**config.mk**
```make
export PLATFORM = sky130hd
export DESIGN_NAME = prirv32_mem_arbiter
export DESIGN_NICKNAME = d
export VERILOG_FILES = /design/src/rtl/prirv32_pkg.sv /design/src/rtl/prirv32_arb_prio.sv /design/src/rtl/prirv32_mem_arbiter.sv
export SDC_FILE = /design/constraint.sdc
export NUM_CORES = 1
export LEC_CHECK = 0
export BUFFER_PORTS_ARGS = -buffer_cell sky130_fd_sc_hd__buf_4
export CORE_AREA = 2 2 107 109
export DETAILED_ROUTE_END_ITERATION = 10
export DIE_AREA = 0 0 109 111
export HOLD_SLACK_MARGIN = 0.15
export SLEW_MARGIN = 20
export SYNTH_ARGS = -nofsm -noshare
export SYNTH_HDL_FRONTEND = slang
export SYNTH_SLANG_ARGS = --single-unit
export TNS_END_PERCENT = 5
```
**constraint.sdc**
```tcl
create_clock -name clk_i -period 2.3 [get_ports clk_i]
set_clock_uncertainty 0.05 [all_clocks]
set_input_delay 0.345 -clock clk_i [delete_from_list [all_inputs] [get_ports clk_i]]
set_output_delay 0.345 -clock clk_i [all_outputs]
set_load 0.1 [all_outputs]
```
**src/rtl/prirv32_pkg.sv**
```systemverilog
// priRV32 shared definitions for the unified-memory arbiter.
// Response-state encoding and default bus widths.
package prirv32_pkg;

    localparam int DEF_ADDR_W = 32;
    localparam int DEF_DATA_W = 32;

    // Wide enough for any STARVE_MAX in 1..15.
    localparam int CNT_W = 4;

    localparam logic [1:0] RESP_IDLE = 2'd0;
    localparam logic [1:0] RESP_IF   = 2'd1;
    localparam logic [1:0] RESP_DR   = 2'd2;
    localparam logic [1:0] RESP_DW   = 2'd3;

endpackage

```
**src/rtl/prirv32_arb_prio.sv**
```systemverilog
// priRV32 fetch/data priority selector.
// Data first; fetch forced through after STARVE_MAX data grants.
module prirv32_arb_prio
    import prirv32_pkg::*;
#(
    parameter int STARVE_MAX = 4
) (
    input  logic clk_i,
    input  logic rst_n,
    input  logic if_req_i,
    input  logic d_req_i,
    output logic if_gnt_o,
    output logic d_gnt_o
);

    localparam logic [CNT_W-1:0] MAX_C = CNT_W'(STARVE_MAX);

    logic [CNT_W-1:0] starve_cnt;
    logic [CNT_W-1:0] starve_nxt;
    logic             starved;

    assign starved = if_req_i & (starve_cnt == MAX_C);

    // Grant selection; nothing is granted while reset is asserted.
    always_comb begin
        if_gnt_o = 1'b0;
        d_gnt_o  = 1'b0;
        if (!rst_n) begin
            if_gnt_o = 1'b0;
        end else if (starved) begin
            if_gnt_o = 1'b1;
        end else if (d_req_i) begin
            d_gnt_o = 1'b1;
        end else if (if_req_i) begin
            if_gnt_o = 1'b1;
        end
    end

    // Count data grants that overtook a waiting fetch.
    always_comb begin
        starve_nxt = starve_cnt;
        if (!if_req_i || if_gnt_o) begin
            starve_nxt = '0;
        end else if (d_gnt_o && (starve_cnt != MAX_C)) begin
            starve_nxt = starve_cnt + 1'b1;
        end
    end

    // Starvation counter register.
    always_ff @(posedge clk_i or negedge rst_n) begin
        if (!rst_n) begin
            starve_cnt <= '0;
        end else begin
            starve_cnt <= starve_nxt;
        end
    end

endmodule

```
**src/rtl/prirv32_mem_arbiter.sv**
```systemverilog
// priRV32 arbiter sharing one single-port SRAM between IFU and EXU.
// Combinational grant, one-cycle registered response routing.
module prirv32_mem_arbiter
    import prirv32_pkg::*;
#(
    parameter int ADDR_W     = DEF_ADDR_W,
    parameter int DATA_W     = DEF_DATA_W,
    parameter int STARVE_MAX = 4
) (
    input  logic                clk_i,
    input  logic                rst_n,
    input  logic                if_req_i,
    input  logic [ADDR_W-1:0]   if_addr_i,
    output logic                if_gnt_o,
    output logic                if_rvalid_o,
    output logic [DATA_W-1:0]   if_rdata_o,
    input  logic                d_req_i,
    input  logic                d_we_i,
    input  logic [DATA_W/8-1:0] d_be_i,
    input  logic [ADDR_W-1:0]   d_addr_i,
    input  logic [DATA_W-1:0]   d_wdata_i,
    output logic                d_gnt_o,
    output logic                d_rvalid_o,
    output logic [DATA_W-1:0]   d_rdata_o,
    output logic                mem_en_o,
    output logic                mem_we_o,
    output logic [DATA_W/8-1:0] mem_be_o,
    output logic [ADDR_W-1:0]   mem_addr_o,
    output logic [DATA_W-1:0]   mem_wdata_o,
    input  logic [DATA_W-1:0]   mem_rdata_i
);

    logic       if_gnt;
    logic       d_gnt;
    logic [1:0] resp_state;
    logic [1:0] resp_nxt;

    prirv32_arb_prio #(
        .STARVE_MAX(STARVE_MAX)
    ) u_prio (
        .clk_i   (clk_i),
        .rst_n   (rst_n),
        .if_req_i(if_req_i),
        .d_req_i (d_req_i),
        .if_gnt_o(if_gnt),
        .d_gnt_o (d_gnt)
    );

    assign if_gnt_o = if_gnt;
    assign d_gnt_o  = d_gnt;
    assign mem_en_o = if_gnt | d_gnt;

    // Steer the granted port onto the SRAM bus.
    always_comb begin
        mem_we_o    = 1'b0;
        mem_be_o    = d_be_i;
        mem_addr_o  = d_addr_i;
        mem_wdata_o = d_wdata_i;
        if (if_gnt) begin
            mem_be_o   = '1;
            mem_addr_o = if_addr_i;
        end else if (d_gnt) begin
            mem_we_o = d_we_i;
        end
    end

    // Remember which requester owns next cycle's response.
    always_comb begin
        resp_nxt = RESP_IDLE;
        unique case (1'b1)
            if_gnt:           resp_nxt = RESP_IF;
            d_gnt && !d_we_i: resp_nxt = RESP_DR;
            d_gnt && d_we_i:  resp_nxt = RESP_DW;
            default:          resp_nxt = RESP_IDLE;
        endcase
    end

    // Response state register; a pending response is lost on reset.
    always_ff @(posedge clk_i or negedge rst_n) begin
        if (!rst_n) begin
            resp_state <= RESP_IDLE;
        end else begin
            resp_state <= resp_nxt;
        end
    end

    // Route SRAM read data to the owner; write acks carry zero.
    always_comb begin
        if_rvalid_o = (resp_state == RESP_IF);
        d_rvalid_o  = (resp_state == RESP_DR) |
                      (resp_state == RESP_DW);
        if_rdata_o  = '0;
        d_rdata_o   = '0;
        if (resp_state == RESP_IF) begin
            if_rdata_o = mem_rdata_i;
        end
        if (resp_state == RESP_DR) begin
            d_rdata_o = mem_rdata_i;
        end
    end

endmodule
```
* Yosys cells after proc, flatten, opt, wreduce, memory -nomap -nowiden *
Cells that the tools add are included.

storage, ports and cells
  output and inout port bits = 138
  register bits after elaboration = 6
  memory bits (read-only) = 0
  latch bits = 0
  memories kept = 0
  RAM bits = 0
  input bits = 137

cells by class
  shift operators = 0
  $add $sub $neg = 1
  bitwise logic cells = 3
  $lt $le $gt $ge = 0
  reductions and logical operators = 7
  mux-type cells = 16
  divide/modulo/power cells = 0
  eq/ne operators = 5
  multiply operators = 0

operators by type and width
  operator             number
  $mux 32              3
  $mux 4               3
  $mux 1               9
  $pmux 2 s3           1
  $add 4x1->4 const B  1
  $eq 2x2->1 const B   2
  $eq 4x3->1 const B   1
  $ne 4x3->1 const B   1
  $logic_and 1x1->1    3
  $eq 2x1->1 const B   1
  $logic_not 1->1      2
  $or 1x1->1           2
  $reduce_bool 2->1    1
  $and 1x1->1          1
  $logic_or 1x1->1     1

* Depth between registers and ports, before layout *
  depth in word-level cells = 7
  mapped depth = 7
  depth with buffers taken out = 5

* By module *
Synthesis repeated with hierarchy kept, for this count alone.

second synthesis, totals
  cells, all modules = 186
  area, all modules = 1635.3 sq um

modules (own cells, without submodules)
  module               area each (sq um)  instances  seq. area each (sq um)  cells each
  prirv32_mem_arbiter  1385.1             1          50.0                    158
  prirv32_arb_prio     250.2              1          100.1                   28

* Worst setup path after synthesis *
No wires, ideal clock.

  path kind = flip-flop to output port
  start = register resp_state[1]
  end = output if_rdata_o[22]
  arrival = 2.456 ns
  data required time = 1.905 ns
  stages on the path, launching flop included = 4
  path slack = -0.551 ns
  path through = dfrtp_1 -> nor2b_1 -> clkbuf_1 -> and2_1

on the way
  longest elaborated chain between the ends = 2

ends and longest elaborated chain
  item                    line                       source
  start, declared         prirv32_mem_arbiter.sv:35  logic [1:0] resp_state;
  start signal, assigned  prirv32_mem_arbiter.sv:83  resp_state <= resp_nxt;
  $eq 2x1->1              -
  via if_rvalid_o         prirv32_mem_arbiter.sv:15  output logic if_rvalid_o,
  $mux 32                 prirv32_mem_arbiter.sv:94  if (resp_state == RESP_IF) begin
  end, declared           prirv32_mem_arbiter.sv:16  output logic [DATA_W-1:0] if_rdata_o,

The timed path passes the listed nets, and every way through them passes these cells.

* Worst setup path in the final report *
  start = register u_prio.starve_cnt[0]
  end = output mem_addr_o[12]

on the way
  longest elaborated chain between the ends = 5

ends and longest elaborated chain
  item                    line                       source
  start, declared         prirv32_arb_prio.sv:18     logic [CNT_W-1:0] starve_cnt;
  start signal, assigned  prirv32_arb_prio.sv:54     starve_cnt <= starve_nxt;
  $eq 4x3->1              prirv32_arb_prio.sv:22     assign starved = if_req_i & (starve_cnt == MAX_C);
  $and 1x1->1             prirv32_arb_prio.sv:22
  $mux 1                  prirv32_arb_prio.sv:30     end else if (starved) begin
  $mux 1                  prirv32_arb_prio.sv:28     if (!rst_n) begin
  $mux 32                 prirv32_mem_arbiter.sv:59  if (if_gnt) begin
  end, declared           prirv32_mem_arbiter.sv:28  output logic [ADDR_W-1:0] mem_addr_o,

Every way passes these cells.

==> out/results.md <==
| Parameter | Value | Unit |
|:---|:---|:---|
| Post-route fraction of the period consumed by the critical path | 1.04 | - |
| Signal arrival time at the worst endpoint | 2.00 | ns |
| Antenna fix cells | 0 | - |
| Port Buffer Count | 210 | - |
| Setup repair after global routing missed its margin | true | - |
| Area of the mapped netlist | 1520 | µm² |
| GR Util All Layers | 0.0932 | - |
| DRC errors left | 0 | - |
| Slew Limit Headroom | 0.811 | - |
| Die Width | 109 | µm |
| Switching share of power | 0.546 | - |
| Root cell of the clock tree | sky130_fd_sc_hd__clkbuf_16 | - |
| Internal power | 0.776 | mW |
| Run status | finished with violations | - |
| Maxcap violations | 0 | - |
| Cell types occupying the most area after synthesis | sky130_fd_sc_hd__and2_1, sky130_fd_sc_hd__buf_4, sky130_fd_sc_hd__mux2_2 | - |
| Fraction of synthesized cell area taken by the top area cell type | 0.268 | - |
| Total Die Area | 12100 | µm² |
| Final standard cell count with taps included and fillers excluded | 507 | - |
| Reg2Reg Depth | 6 | - |
| Sequential area share after synthesis | 0.0989 | - |
| Mean number of vias per cell | 3.85 | - |
| Layout cells sized above 1 | 0.742 | - |
| Mapped Cells | 182 | - |
| Antenna Nets Post-Route | 0 | - |
| Fraction of registers with async set or reset after synthesis | 1.00 | - |
| Number of global-route vias before repair | 1877 | - |
| Violations in the final reports | setup timing | - |
| Number of synthesis warnings | 0 | - |
| Core Footprint | 11100 | µm² |
| Fmax | 0.418 | GHz |
| Category of the worst setup path launch point | register | - |
| Type of the tightest min-delay check | input pin to register | - |
| I/O pin count | 275 | - |
| Pin count of the biggest net entering global routing | 34 | - |
| Routed Wire Length | 6.68 | mm |
| Largest fanout on the critical path | 4 | - |
| Number of core rows | 39 | - |
| Final #Nets | 505 | - |
| Transition time at the pin with the least slew margin | 0.282 | ns |
| Global-route congestion overflow total | 0 | - |
| Areal power density over the cells | 462 | nW/µm² |
| Worst vdd ir | 0.000298 | V |
| Relative area change from synthesis to final layout | 144 | % |
| Clock buffer depth | 2 | - |
| Total half-perimeter wirelength after legalization and detailed placement | 4.99 | mm |
| Finish-stage setup viols | 32 | - |
| Unique cell type count in the Yosys netlist | 28 | - |
| Mapped Nets | 321 | - |
| Final critical delay including setup and external delays | 2.39 | ns |
| Hold violation count in the final report | 0 | - |
| Relative contribution of combinational cells to total power | 0.771 | - |
| DRC marker count from the first detailed-route iteration | 52 | - |
| Clock buffer count from CTS | 3 | - |
| Slew Limit Fails | 0 | - |
| Path type of the worst setup path | register to primary output | - |
| Initial core utilization | 0.137 | - |
| Number of cells traversed by the worst hold path | 2 | - |
| Leading area contributor after synthesis | sky130_fd_sc_hd__and2_1 | - |
| H-tree depth reported by CTS | 1 | - |
| Detailed-router iteration count before antenna repair | 4 | - |
| # placed instances | 494 | - |
| Post-Place Setup Slack | 0.0739 | ns |
| Clock network fraction of total power | 0.163 | - |
| Clock transition at path regs | 0.03 | ns |
| Clock latency reported for the late side of the worst-skew pair | 0.22 | ns |
| Final weighted congestion in routability-driven placement | 0.753 | - |
| Overall via count from detail_route | 1952 | - |
| Post-synth EDFFs | 0 | - |
| Initial antenna violation count | 0 | - |
| CP required | 1.90 | ns |
| Worst hold margin | 0.282 | ns |
| CP Capture Type | primary output | - |
| Sequential share of power | 0.065 | - |
| Post-synthesis area per instance | 8.34 | µm² |
| Wire length of the first global-routing pass | 8.91 | mm |
| Clock tree from TritonCTS | done | - |
| Static Leakage | 1.92 | nW |
| Floorplan die height | 111 | µm |
| DR WL/cell | 13.2 | µm |
| Switching power | 0.933 | mW |
| Total clock sinks | 6 | - |
| Fin worst setup slack | -0.0926 | ns |
| Flip-flop and latch count after synthesis | 6 | - |
| Most used DFF post-synth | sky130_fd_sc_hd__dfrtp_1 | - |
[stage by stage]
step | area [µm²] | utilization | power, mW | TNS (ns)
after global placement | 3000 | 0.271 | 1.26 | 0
after floorplan | 1520 | - | 1.22 | -0.639
final | 3700 | 0.334 | 1.71 | -1.37
after CTS | 3480 | 0.314 | 1.65 | -2.00
after global routing | 3700 | 0.334 | 1.76 | -2.99
after detailed placement | 3000 | 0.271 | 1.27 | 0
[logic make-up after synthesis]
kind of cell | after synthesis | synth area share
flops | 6 | 0.0989
fa+ha+maj | 2 | 0.0165
compound gates | 10 | 0.0495
mux | 33 | 0.270
buf+inv | 49 | 0.225
simple gates | 82 | 0.340
[per-layer routing]
layer	part of all wire	wire, µm	global-route usage
met3	0.15	1030	0.0400
met5	0	0	0
met4	0.014	93	0.0299
met1	0.32	2170	0.0857
met2	0.51	3390	0.178
[power by group through the flow]
stage,Sequential [mW],Combinational [mW],Clock [mW]
floorplan,0.113,1.11,0
global placement,0.113,1.15,0
detailed placement,0.113,1.15,0
CTS,0.112,1.26,0.282
global route,0.112,1.36,0.292
finish,0.112,1.32,0.279
[synthesized netlist by cell type (all sizes together) (2+ instances only)]
cell and instances:
a21oi 2, and2 65, buf 38, clkbuf 7, dfrtp 6, ha 2
inv 4, mux2 33, nand2 4, nand3 2, nor2b 3, o211a 2
o21ai 2, or2 4
[flip-flops by register name, indices dropped and copies added (netlist names)]
register,count
resp_state,2
u_prio.starve_cnt,4
[final cells by class]
class                      instances  area, µm²
sequential                         6        150
multi-input combinational        127       1120
clock buffer                       3       75.1
inverter                           4       15.0
tap                              143        179
timing repair buffer             224       2160
fill                            1112       7380
[placed cells by master (no fill, tap or decap), types with 2 or more instances in the layout]
cell	n
sky130_fd_sc_hd__clkbuf_16	4
sky130_fd_sc_hd__or2_2	4
sky130_fd_sc_hd__nand3_1	2
sky130_fd_sc_hd__mux2_2	4
sky130_fd_sc_hd__buf_16	2
sky130_fd_sc_hd__o211a_1	2
sky130_fd_sc_hd__buf_4	183
sky130_fd_sc_hd__inv_2	2
sky130_fd_sc_hd__mux2_4	29
sky130_fd_sc_hd__inv_1	2
sky130_fd_sc_hd__o21ai_0	2
sky130_fd_sc_hd__dfrtp_1	6
sky130_fd_sc_hd__nor2b_1	2
sky130_fd_sc_hd__and2_1	64
sky130_fd_sc_hd__buf_6	5
sky130_fd_sc_hd__nand2_1	4
sky130_fd_sc_hd__buf_12	32
[critical path, stage by stage, from the launching register on]
cell and delay, ns:
sky130_fd_sc_hd__dfrtp_1 0.38, sky130_fd_sc_hd__inv_2 0.07, sky130_fd_sc_hd__ha_4 0.14, sky130_fd_sc_hd__nand3b_4 0.10
sky130_fd_sc_hd__a21oi_4 0.21, sky130_fd_sc_hd__buf_6 0.14, sky130_fd_sc_hd__buf_12 0.11, sky130_fd_sc_hd__clkbuf_16 0.13
sky130_fd_sc_hd__mux2_4 0.31, sky130_fd_sc_hd__buf_12 0.17
[worst paths after layout]
path	startpoint	to	slack (ns)
min reg2reg	u_prio.starve_cnt[3]	u_prio.starve_cnt[3]	0.47
min in group asynchronous	rst_n	u_prio.starve_cnt[1]	0.55
max in group asynchronous	rst_n	resp_state[1]	1.43
min	d_we_i	resp_state[0]	0.28
max	u_prio.starve_cnt[0]	mem_addr_o[12]	-0.09
max reg2reg	u_prio.starve_cnt[0]	resp_state[0]	0.88
[timing repair]
item / CTS / global route
setup endpoints to repair: 34 / 34
resized for setup: 73 / 44
cloned: 2 / 1
hold buffers: 1 / 0
buffers inserted: 4 / 3
pin swaps: 2 / 2
endpoints found under the hold margin: 6 / 0
(Power assumes the default switching activity.)
